**src/rtl/serial_arith_pkg.sv**
```systemverilog
// Shared types and helpers for the bit-serial arithmetic blocks.
package serial_arith_pkg;

    typedef enum logic [1:0] {
        IDLE,
        SHIFT,
        DONE
    } state_t;

    localparam int DEFAULT_WIDTH = 4;

    // Number of bits needed to count 0..value-1.
    function automatic int clog2(input int value);
        int result;
        int remaining;
        result    = 0;
        remaining = value - 1;
        while (remaining > 0) begin
            result    = result + 1;
            remaining = remaining >> 1;
        end
        return result;
    endfunction

endpackage

```
**src/rtl/full_subtractor.sv**
```systemverilog
// One-bit full subtractor: a - b - br, producing a difference bit and a borrow-out.
module full_subtractor (
    input  logic a,
    input  logic b,
    input  logic br,
    output logic diff,
    output logic bo
);

    assign diff = a ^ b ^ br;
    assign bo   = (~a & b) | (~(a ^ b) & br);

endmodule

```
**src/rtl/serial_subtractor.sv**
```systemverilog
// Bit-serial subtractor computing d = x - y - bin, LSB first, one bit per clock,
// with a start/done handshake and results that only update on completion.
module serial_subtractor
    import serial_arith_pkg::*;
#(
    parameter int WIDTH = DEFAULT_WIDTH
) (
    input  logic             clk,
    input  logic             rst_n,
    input  logic             start,
    input  logic [WIDTH-1:0] x,
    input  logic [WIDTH-1:0] y,
    input  logic             bin,
    output logic [WIDTH-1:0] d,
    output logic             bout,
    output logic             busy,
    output logic             done
);

    localparam int CNT_W = (clog2(WIDTH) < 1) ? 1 : clog2(WIDTH);

    state_t             state;
    state_t             next_state;
    logic [WIDTH-1:0]   xs;
    logic [WIDTH-1:0]   ys;
    logic [WIDTH-1:0]   rs;
    logic               br;
    logic [CNT_W-1:0]   cnt;
    logic               accept;
    logic               finish;
    logic               diff_bit;
    logic               borrow_bit;

    full_subtractor u_full_subtractor (
        .a    (xs[0]),
        .b    (ys[0]),
        .br   (br),
        .diff (diff_bit),
        .bo   (borrow_bit)
    );

    always_ff @(posedge clk or negedge rst_n) begin
        if (!rst_n) begin
            state <= IDLE;
        end else begin
            state <= next_state;
        end
    end

    // Start is only honoured when idle or completing, so DONE can chain straight into SHIFT.
    always_comb begin
        next_state = state;
        accept     = 1'b0;
        finish     = 1'b0;
        case (state)
            IDLE: begin
                if (start) begin
                    accept     = 1'b1;
                    next_state = SHIFT;
                end
            end
            SHIFT: begin
                if (cnt == CNT_W'(WIDTH - 1)) begin
                    finish     = 1'b1;
                    next_state = DONE;
                end
            end
            DONE: begin
                if (start) begin
                    accept     = 1'b1;
                    next_state = SHIFT;
                end else begin
                    next_state = IDLE;
                end
            end
            default: next_state = IDLE;
        endcase
    end

    assign busy = (state == SHIFT);
    assign done = (state == DONE);

    // Result bits enter at the MSB so after WIDTH shifts the LSB has reached bit 0.
    always_ff @(posedge clk or negedge rst_n) begin
        if (!rst_n) begin
            xs   <= '0;
            ys   <= '0;
            rs   <= '0;
            br   <= 1'b0;
            cnt  <= '0;
            d    <= '0;
            bout <= 1'b0;
        end else if (accept) begin
            xs  <= x;
            ys  <= y;
            br  <= bin;
            rs  <= '0;
            cnt <= '0;
        end else if (state == SHIFT) begin
            xs  <= xs >> 1;
            ys  <= ys >> 1;
            br  <= borrow_bit;
            rs  <= {diff_bit, rs[WIDTH-1:1]};
            cnt <= cnt + CNT_W'(1);
            if (finish) begin
                d    <= {diff_bit, rs[WIDTH-1:1]};
                bout <= borrow_bit;
            end
        end
    end

endmodule

```
**config.mk**
```make
export PLATFORM = sky130hd
export DESIGN_NAME = serial_subtractor
export DESIGN_NICKNAME = d
export VERILOG_FILES = /design/src/rtl/serial_arith_pkg.sv /design/src/rtl/full_subtractor.sv /design/src/rtl/serial_subtractor.sv
export SDC_FILE = /design/constraint.sdc
export NUM_CORES = 1
export LEC_CHECK = 0
export ABC_AREA = 1
export BUFFER_PORTS_ARGS = -buffer_cell sky130_fd_sc_hd__buf_2
export CORE_AREA = 2 2 49 51
export DETAILED_ROUTE_END_ITERATION = 10
export DIE_AREA = 0 0 51 53
export PLACE_DENSITY = 0.73
export RECOVER_POWER = 25
export SLEW_MARGIN = 15
export SYNTH_ARGS = -nofsm -noshare
export SYNTH_HDL_FRONTEND = slang
export SYNTH_SLANG_ARGS = --single-unit
export TNS_END_PERCENT = 30
```
**constraint.sdc**
```tcl
create_clock -name clk -period 1.4 [get_ports clk]
set_input_delay 0.28 -clock clk [delete_from_list [all_inputs] [get_ports clk]]
set_output_delay 0.28 -clock clk [all_outputs]
set_load 0.05 [all_outputs]
```
==> results of run 1 <==
==> registers in the layout, summed over array words and instances, names as in the netlist <==
signal  cells
d           4
xs          4
ys          4
rs          3
cnt         2
state       2
bout        1
br          1
==> metal layers <==
| layer | wire [microns] | share of wire (%) | vias up |
|---|---|---|---|
| met5 | 0 | 0 | - |
| met3 | 34 | 1.8 | 2 |
| met4 | 27 | 1.4 | 0 |
| met2 | 952 | 51 | 10 |
| met1 | 862 | 46 | 377 |
| li1 | - | - | 376 |
==> cells by family (layout without fill, tap and decap cells) <==
family,count (synthesis),count (layout),synth area share (%)
AOI/OAI and AO/OA,2,2,1.06
and+or+nand+nor,69,69,33.7
adders and majority gates,2,2,3.45
buffers and inverters,10,34,5.98
DFF,21,21,55.8
==> power by group <==
| group | total, mW | internal [mW] | leakage [nW] | switching (mW) |
|---|---|---|---|---|
| Clock | 0.286 | 0.106 | 0.0177 | 0.180 |
| Combinational | 1.42 | 0.476 | 0.321 | 0.944 |
| Sequential | 1.05 | 0.882 | 0.264 | 0.169 |
| Total | 2.76 | 1.46 | 0.602 | 1.29 |
==> stage by stage <==
step / area (sq um) / hold WS, ps / utilization (%) / setup TNS [ps]
6_report: 1120 / 180 / 52.2 / 0
5_1_grt: 1120 / 198 / 52.2 / -15.4
4_1_cts: 1110 / 179 / 51.7 / -10.9
3_5_place_dp: 1050 / 262 / 49.0 / 0
3_3_place_gp: 1050 / 256 / 49.0 / 0
2_1_floorplan: 942 / -15.6 / - / 0
==> path summary, 6_finish.rpt <==
| check | start | endpoint | slack (ps) |
|---|---|---|---|
| worst max-delay path | state[1] | done | 30 |
| worst min-delay path | y[3] | ys[3] | 180 |
| worst max register to register | state[0] | ys[1] | 90 |
| worst min register to register | rs[1] | d[0] | 490 |
| max in group asynchronous | rst_n | state[0] | 570 |
| min in group asynchronous | rst_n | xs[1] | 470 |
==> area by class of cell <==
type | instances | area, sq um
Tap cell | 28 | 35.0
Clock inverter | 1 | 5.00
Inverter | 7 | 26.3
Multi-Input combinational cell | 73 | 363
Clock buffer | 3 | 22.5
Fill cell | 211 | 1030
Sequential cell | 21 | 527
Timing Repair Buffer | 23 | 143
==> worst max-delay path: cells and delay by family, from the launching register on <==
kind | cells | cell delay [ps]
flip-flops | 1 | 430
buffers and inverters | 2 | 250
AND/OR/NAND/NOR | 1 | 110
==> timing repair <==
action / CTS / global route
setup endpoints to repair: 2 / 2
setup buffers: 1 / 1
hold endpoints to repair: 21 / 0
hold buffers: 1 / 0
resized for setup: 5 / 2
==> layout by cell type (no fill, tap or decap), drive strengths merged <==
cell type,instances
dfrtp,21
nand2,44
nor2,4
clkinv,1
buf,21
o21ai,2
nand3,21
inv,7
fa,1
ha,1
dlygate4sd3,1
clkbuf,4
==> key figures, run 1 <==
STA
  – Final setup margin: around 28 ps
  – Final Max Tran Viols: 0
  – Max Fclk: between 700 and 800 MHz
  – Final Skew: between 3 and 4 ps
  – Slew at the pin closest to its max-slew limit: 509 ps
  – Fin crit period: approximately 1400 ps
  – RSZ-0062 raised after global routing: true
  – Setup Viol. Count Final: 0
  – Fin crit share: between 90% and 100%
  – Fin. Hold Viols: 0
  – Worst slew margin: 66.1%

Place
  – Post-DP HPWL: around 1300 microns
  – Port bufs: 18
  – Placed Cells: 149
  – Dpl ws: about 210 ps
  – Routability congestion estimate: between 0.7 and 0.8

Clock network
  – Later-pin clock latency in the skew report: 300 ps
  – CTS Buf Count: 3
  – CTS root buf: clkbuf_4
  – Clock H-tree levels: 1
  – CTS tree: done
  – Max Buffers Root-to-Sink: 2
  – Clock slew at reported path FFs: approximately 120 ps
  – Clock sink count: 21

Global route
  – Gr usage total: around 16%
  – Grt peak-use layer: met2
  – Grt met3 use: ~1.7%
  – Largest net degree at the start of global routing: 22
  – Met2 usage: 28.8%
  – Antenna violations before repair: 0
  – First-pass GRT wire length: roughly 3100 microns
  – Remaining global-route overflow: 0
  – Met1 Use GR: roughly 18%
  – Vias in the first global route: 784

Power and ir drop
  – Total power: ~2.8 mW
  – PD cells: approximately 2500 nW/um^2
  – Leakage: 0.602 nW
  – Worst VDD drop: between 800 and 900 uV

Drt
  – Vias/cell: just under 5
  – WL/cell: between 10 and 15 microns
  – Final Routed Wirelength: 1880 microns
  – DRC: 0
  – TritonRoute pass-1 iters: 4
  – Vias after detailed routing: roughly 770
  – Post-DRT Antenna Nets: 0
  – DRT iter0 DRCs: 14

Critical path
  – Crit path capture type: output port
  – WP data arrival: 1090 ps
  – CP startpoint kind: register
  – CP cell instances: inv_2 > nor2_2 > buf_6
  – Data required time of the critical path: 1120 ps
  – R2R depth: 5
  – Critical path peak fanout: 2
  – Crit Path Class: reg2out
  – Max stage delay on crit path: between 400 and 500 ps
  – Critical-path top delay cell: dfrtp_1

Finish
  – Non-filler cells, final: approximately 160
  – Layout cells sized above 1: between 20% and 30%
  – Ant. Diodes: 0
  – P&R area growth vs syn: 19.0%
  – Fin nets: ~140

Synth
  – Synth async-reset ratio: between 90% and 100%
  – Post-Syn Area: between 900 and 1000 sq um
  – Area share of the largest cell type after synthesis: 55.8%
  – Synth area leaders: dfrtp_1 (56%), nand2_1 (17%), nand3_1 (11%)
  – Yosys cell types: 14
  – Mapped Cells: between 100 and 150
  – Synth area leader: dfrtp_1
  – Syn nets: between 100 and 150
  – Top-count cell post-synth: nand2_1
  – Mean Syn Cell Area: approximately 9 sq um
  – Post-synth EDFFs: 0
  – Synth warn: 0
  – Synth Register Bits: 21
  – Sequential cell area fraction in the yosys report: between 50% and 60%
  – Post-synth top cells: nand2_1 (42), dfrtp_1 (21), nand3_1 (21)
  – Ys flop type: dfrtp_1

Floorplan
  – Core area: ~2100 sq um
  – Die height: between 50 and 60 microns
  – Die area: approximately 2700 sq um
  – Initial Util: 43.9%
  – Width of the die: a little over 50 microns
  – IO Count: 19
  – Row count: 17

Hold path
  – Hold Path Depth: 3
  – HP Class: in2reg

Job
  – Number of max-cap violations: 0

Run status
  – Status: completed
Note: power is estimated with default switching activity, not from simulation.
==> run 2, diff against run 1 <==
--- a/config.mk
+++ b/config.mk
@@ -11,7 +11,8 @@
 export DETAILED_ROUTE_END_ITERATION = 10
 export DIE_AREA = 0 0 51 53
 export PLACE_DENSITY = 0.73
-export RECOVER_POWER = 25
+export RECOVER_POWER = 50
+export SETUP_SLACK_MARGIN = 0.5
 export SLEW_MARGIN = 15
 export SYNTH_ARGS = -nofsm -noshare
 export SYNTH_HDL_FRONTEND = slang
==> run 2 against run 1 <==
Final cell count up 6.4%. Via count up 8.5%. Register-to-register slack better by 130 ps. Wire length up 16%. Combinational power up 33%. Hold slack worse by 10 ps. Count of clock-buffer cells in the layout up 1. Sequential power about the same. Sequential cell count unchanged. Critical path type unchanged. Largest cell class unchanged.
==> key figures, run 2 (synthesized netlist as in run 1, its figures left out) <==
Clock network
  – CTS tree: done
  – Clock sink count: 21
  – Clock H-tree levels: 1
  – CTS root buf: clkbuf_4
  – CTS Buf Count: 3
  – Max Buffers Root-to-Sink: 2
  – Later-pin clock latency in the skew report: 300 ps
  – Clock slew at reported path FFs: around 110 ps

Finish
  – Non-filler cells, final: around 170
  – P&R area growth vs syn: 38.4%
  – Area of the multi-input gates: 442 sq um
  – Sequential cell area: about 530 sq um
  – Final core occ: 60.7%
  – Filler instances: between 150 and 200
  – Top flop regs: d: 4 flops, xs: 4 flops, ys: 4 flops
  – Layout cells sized above 1: a little under two fifths
  – Fin nets: 153
  – Highest-count cells in the layout ignoring fill and taps: nand2_1 (38), dfrtp_1 (20), nand3_1 (19)
  – Ant. Diodes: 0
  – Leading cell type in the layout, fill and taps excluded: nand2_1

Place
  – Routability congestion estimate: 0.713
  – Dpl ws: roughly 170 ps
  – Port bufs: 18
  – Placed Cells: about 150
  – Post-DP HPWL: roughly 1200 microns

Power and ir drop
  – Sw Share: between 40 and 50%
  – Seq pwr share: between 30 and 40%
  – Worst VDD drop: roughly 1100 uV
  – Clock power frac: under 10%
  – Leakage: between 0.6 and 0.7 nW
  – Net switching power: between 1 and 1.5 mW
  – Int Power: ~1.8 mW
  – PD cells: 2500 nW/um^2
  – Total power: about 3.3 mW
  – Combinational fraction of design power: roughly 58%

Floorplan
  – Core area: 2150 sq um
  – Die height: around 53 microns
  – IO Count: 19
  – Width of the die: a little over 50 microns
  – Die area: 2700 sq um
  – Initial Util: a little over two fifths
  – Row count: 17

Critical path
  – WP data arrival: between 1000 and 1500 ps
  – Data required time of the critical path: around 1100 ps
  – Crit Path Class: reg2out
  – CP startpoint kind: register
  – Critical path peak fanout: 3
  – Crit path capture type: output port

STA
  – Setup TNS: 0 ps
  – RSZ-0062 raised after global routing: true
  – Worst slew margin: 64.4%
  – Fin crit period: 1350 ps
  – Setup Viol. Count Final: 0
  – Fin crit share: 96.2%
  – Max Fclk: about 740 MHz
  – Final Max Tran Viols: 0
  – Fin. Hold Viols: 0
  – Slew at the pin closest to its max-slew limit: ~530 ps
  – Final setup margin: about 53 ps
  – Final Skew: about 2.9 ps

Drt
  – DRT iter0 DRCs: 35
  – WL/cell: 13.2 microns
  – Vias/cell: ~5.0
  – Vias after detailed routing: 830
  – Post-DRT Antenna Nets: 0
  – TritonRoute pass-1 iters: 6
  – Final Routed Wirelength: ~2200 microns
  – DRC: 0

Job
  – Number of max-cap violations: 0

Hold path
  – HP Class: in2reg

Global route
  – Largest net degree at the start of global routing: 22
  – Gr usage total: approximately 16%
  – Remaining global-route overflow: 0
  – First-pass GRT wire length: approximately 3200 microns
  – Antenna violations before repair: 0
  – Vias in the first global route: ~740

Run status
  – Status: completed
==> run 2: cell types whose count changed in the layout (fill, tap and decap cells not counted), moves of 2 or more <==
cell | previous run | this run
nand3_1 | 21 | 19
nand2_2 | 0 | 4
nand3_2 | 0 | 2
nand2_8 | 0 | 2
buf_2 | 15 | 10
buf_8 | 0 | 2
buf_6 | 2 | 8
buf_4 | 4 | 8
nor2_4 | 2 | 4
nand2_1 | 42 | 38
==> run 2: stage by stage <==
stage	area, sq um	hold WS (ps)
CTS	1180	170
global placement	1060	255
floorplan	962	-15.6
finish	1300	170
global route	1300	182
detailed placement	1060	265
==> run 2: final cells by class <==
type	count	area share [%]
Clock buffer	4	2.02
Inverter	7	2.21
Multi-Input combinational cell	76	33.9
Sequential cell	21	40.4
Tap cell	28	2.69
Timing Repair Buffer	30	18.8
==> run 2: power groups by stage <==
stage	combinational [mW]	clock, mW	sequential, mW
6_report	1.89	0.288	1.08
2_1_floorplan	0.904	0	1.27
3_3_place_gp	1.29	0	1.06
4_1_cts	1.58	0.295	1.07
3_5_place_dp	1.31	0	1.07
5_1_grt	2.07	0.320	1.11
==> run 2: path summary, 6_finish.rpt <==
check	startpoint	endpoint	slack [ps]	cells after the start
max	state[0]	busy	50	3
min	x[1]	xs[1]	170	3
max reg2reg	ys[0]	d[3]	220	4
min reg2reg	rs[1]	d[0]	490	2
max in group asynchronous	rst_n	state[0]	550	2
min in group asynchronous	rst_n	rs[2]	470	2
==> run 2: worst max-delay path, cell delays in order (launching register included) <==
cell and delay [ps]:
dfrtp_2 440, inv_4 50, nor2_4 120, buf_8 160
==> run 2: repair_timing <==
action / CTS / global route
resized for setup: 17 / 14
cloned: 0 / 3
pin swaps: 2 / 12
hold endpoints to repair: 21 / 0
hold buffers: 1 / 0
endpoints found under the setup margin: 28 / 29
buffers inserted: 6 / 4
==> run 2: per-layer routing <==
metal	part of all wire [%]	global-route usage (%)
met2	51	27.1
met3	5.8	2.54
met1	41	20.9
met5	0	0
met4	2.6	5.41
==> run 3, diff against run 2 <==
==> constraint.sdc (replaced) <==
create_clock -name clk -period 1.5 [get_ports clk]
set_input_delay 0.3 -clock clk [delete_from_list [all_inputs] [get_ports clk]]
set_output_delay 0.3 -clock clk [all_outputs]
set_load 0.05 [all_outputs]
==> run 3 against run 2 <==
Combinational power down 22%. Via count down 6.9%. Sequential share of layout area up 4.5 points. Critical path depth unchanged. Largest cell class unchanged. Highest routed layer unchanged.
==> key figures, run 3 (synthesized netlist as in run 1, its figures left out) <==
Run status
  – Status: completed

Finish
  – Leading cell type in the layout, fill and taps excluded: nand2_1
  – Top flop regs: d: 4 flops, xs: 4 flops, ys: 4 flops
  – P&R area growth vs syn: 24.4%
  – Filler instances: 203
  – Sequential cell area: about 530 sq um
  – Highest-count cells in the layout ignoring fill and taps: nand2_1 (40), nand3_1 (21), dfrtp_1 (20)
  – Ant. Diodes: 0
  – Area of the multi-input gates: 377 sq um
  – Fin nets: ~140
  – Layout cells sized above 1: ~28%

Drt
  – Post-DRT Antenna Nets: 0
  – Final Routed Wirelength: about 1800 microns
  – DRC: 0
  – TritonRoute pass-1 iters: 4
  – WL/cell: between 10 and 15 microns
  – Vias after detailed routing: 773
  – Vias/cell: roughly 4.9
  – DRT iter0 DRCs: 15

STA
  – Final Skew: 8.42 ps
  – Worst slew margin: about three fifths
  – RSZ-0062 raised after global routing: true
  – Max Fclk: 729 MHz
  – Fin crit period: roughly 1400 ps
  – Setup Viol. Count Final: 0
  – Fin crit share: 91.5%
  – Slew at the pin closest to its max-slew limit: just under 600 ps
  – Final Max Tran Viols: 0
  – Fin. Hold Viols: 0
  – Setup TNS: 0 ps

Critical path
  – CP startpoint kind: register
  – CP cell instances: inv_4 > nor2_4 > buf_8
  – Crit Path Class: reg2out
  – Critical-path top delay cell: dfrtp_2
  – Max stage delay on crit path: about 450 ps
  – WP data arrival: 1070 ps
  – Data required time of the critical path: roughly 1200 ps
  – Delay-heaviest family, CP: flip-flops
  – Critical path peak fanout: 4
  – Crit path capture type: output port
  – Worst path bufs/invs: 2

Global route
  – Remaining global-route overflow: 0
  – Gr usage total: between 10% and 20%
  – Antenna violations before repair: 0
  – Vias in the first global route: 740
  – Largest net degree at the start of global routing: 22
  – First-pass GRT wire length: roughly 3000 microns

Clock network
  – Later-pin clock latency in the skew report: 300 ps
  – CTS root buf: clkbuf_4
  – CTS Buf Count: 3
  – Clock sink count: 21
  – Clock H-tree levels: 1
  – Max Buffers Root-to-Sink: 2
  – CTS tree: done
  – Clock slew at reported path FFs: approximately 120 ps

Power and ir drop
  – PD cells: about 2300 nW/um^2
  – Worst VDD drop: 962 uV
  – Total power: between 2 and 3 mW
  – Leakage: about 0.6 nW

Floorplan
  – Die area: between 2000 and 3000 sq um
  – Initial Util: a little over two fifths
  – Row count: 17
  – Die height: approximately 53 microns
  – Width of the die: 51 microns
  – Core area: about 2100 sq um
  – IO Count: 19

Hold path
  – HP Class: in2reg

Place
  – Routability congestion estimate: 0.740
  – Port bufs: 18
  – Post-DP HPWL: ~1200 microns

Job
  – Number of max-cap violations: 0
[run 3: cell count changes in the layout (fill, tap and decap cells not counted), sizes merged]
| cell | before | now |
|---|---|---|
| nand2 | 46 | 44 |
| clkbuf | 5 | 4 |
| buf | 28 | 22 |
| nor2 | 5 | 4 |
| clkinv | 0 | 1 |
[run 3: layout make-up]
| cell class | count | share of cell area (%) |
|---|---|---|
| inverter | 7 | 2.45 |
| clock buffer | 3 | 1.92 |
| sequential | 21 | 44.9 |
| timing repair buffer | 24 | 15.2 |
| clock inverter | 1 | 0.427 |
| tap | 28 | 2.99 |
| multi-input combinational | 73 | 32.1 |
[run 3: metrics by stage]
step,hold slack (ps),cells,util [%],setup WS [ps],instance area (sq um)
final,202,157,54.6,128,1170
after global routing,193,157,54.6,65.2,1170
after CTS,191,154,52.2,54.8,1120
after detailed placement,279,148,49.0,243,1050
after global placement,273,148,49.0,252,1050
after floorplan,4.41,104,-,414,960
[run 3: tightest hold or removal path, cell delays in order]
cell and delay (ps):
buf_2 80, nand2_1 40, nand2_1 50
[run 3: path summary, 6_finish.rpt]
kind,from,end,slack (ps),cells past startpoint
max,state[0],busy,130,3
min,y[3],ys[3],200,3
max reg2reg,cnt[0],bout,210,5
min reg2reg,rs[1],d[0],490,2
max in group asynchronous,rst_n,state[0],640,2
min in group asynchronous,rst_n,rs[3],490,2
[run 3: what timing repair did]
item | 4_1_cts | 5_1_grt
setup endpoints to repair | 28 | 28
hold endpoints to repair | 21 | 0
resized for setup | 8 | 11
hold buffers | 1 | 0
setup buffers | 1 | 3
pin swaps | 1 | 1
[run 3: metal layers]
| layer | vias to the layer above | track usage, % | routed length (microns) | share of wire, % |
|---|---|---|---|---|
| met4 | 0 | 5.41 | 19 | 1.1 |
| li1 | 381 | - | - | - |
| met3 | 2 | 2.54 | 46 | 2.6 |
| met5 | - | 0 | 0 | 0 |
| met1 | 378 | 18.4 | 799 | 45 |
| met2 | 12 | 26.0 | 898 | 51 |
[run 3: where the power goes]
part / switching, mW / total, mW / internal [mW]
sequential: 0.171 / 0.994 / 0.824
combinational: 0.907 / 1.47 / 0.559
clock: 0.166 / 0.265 / 0.0991
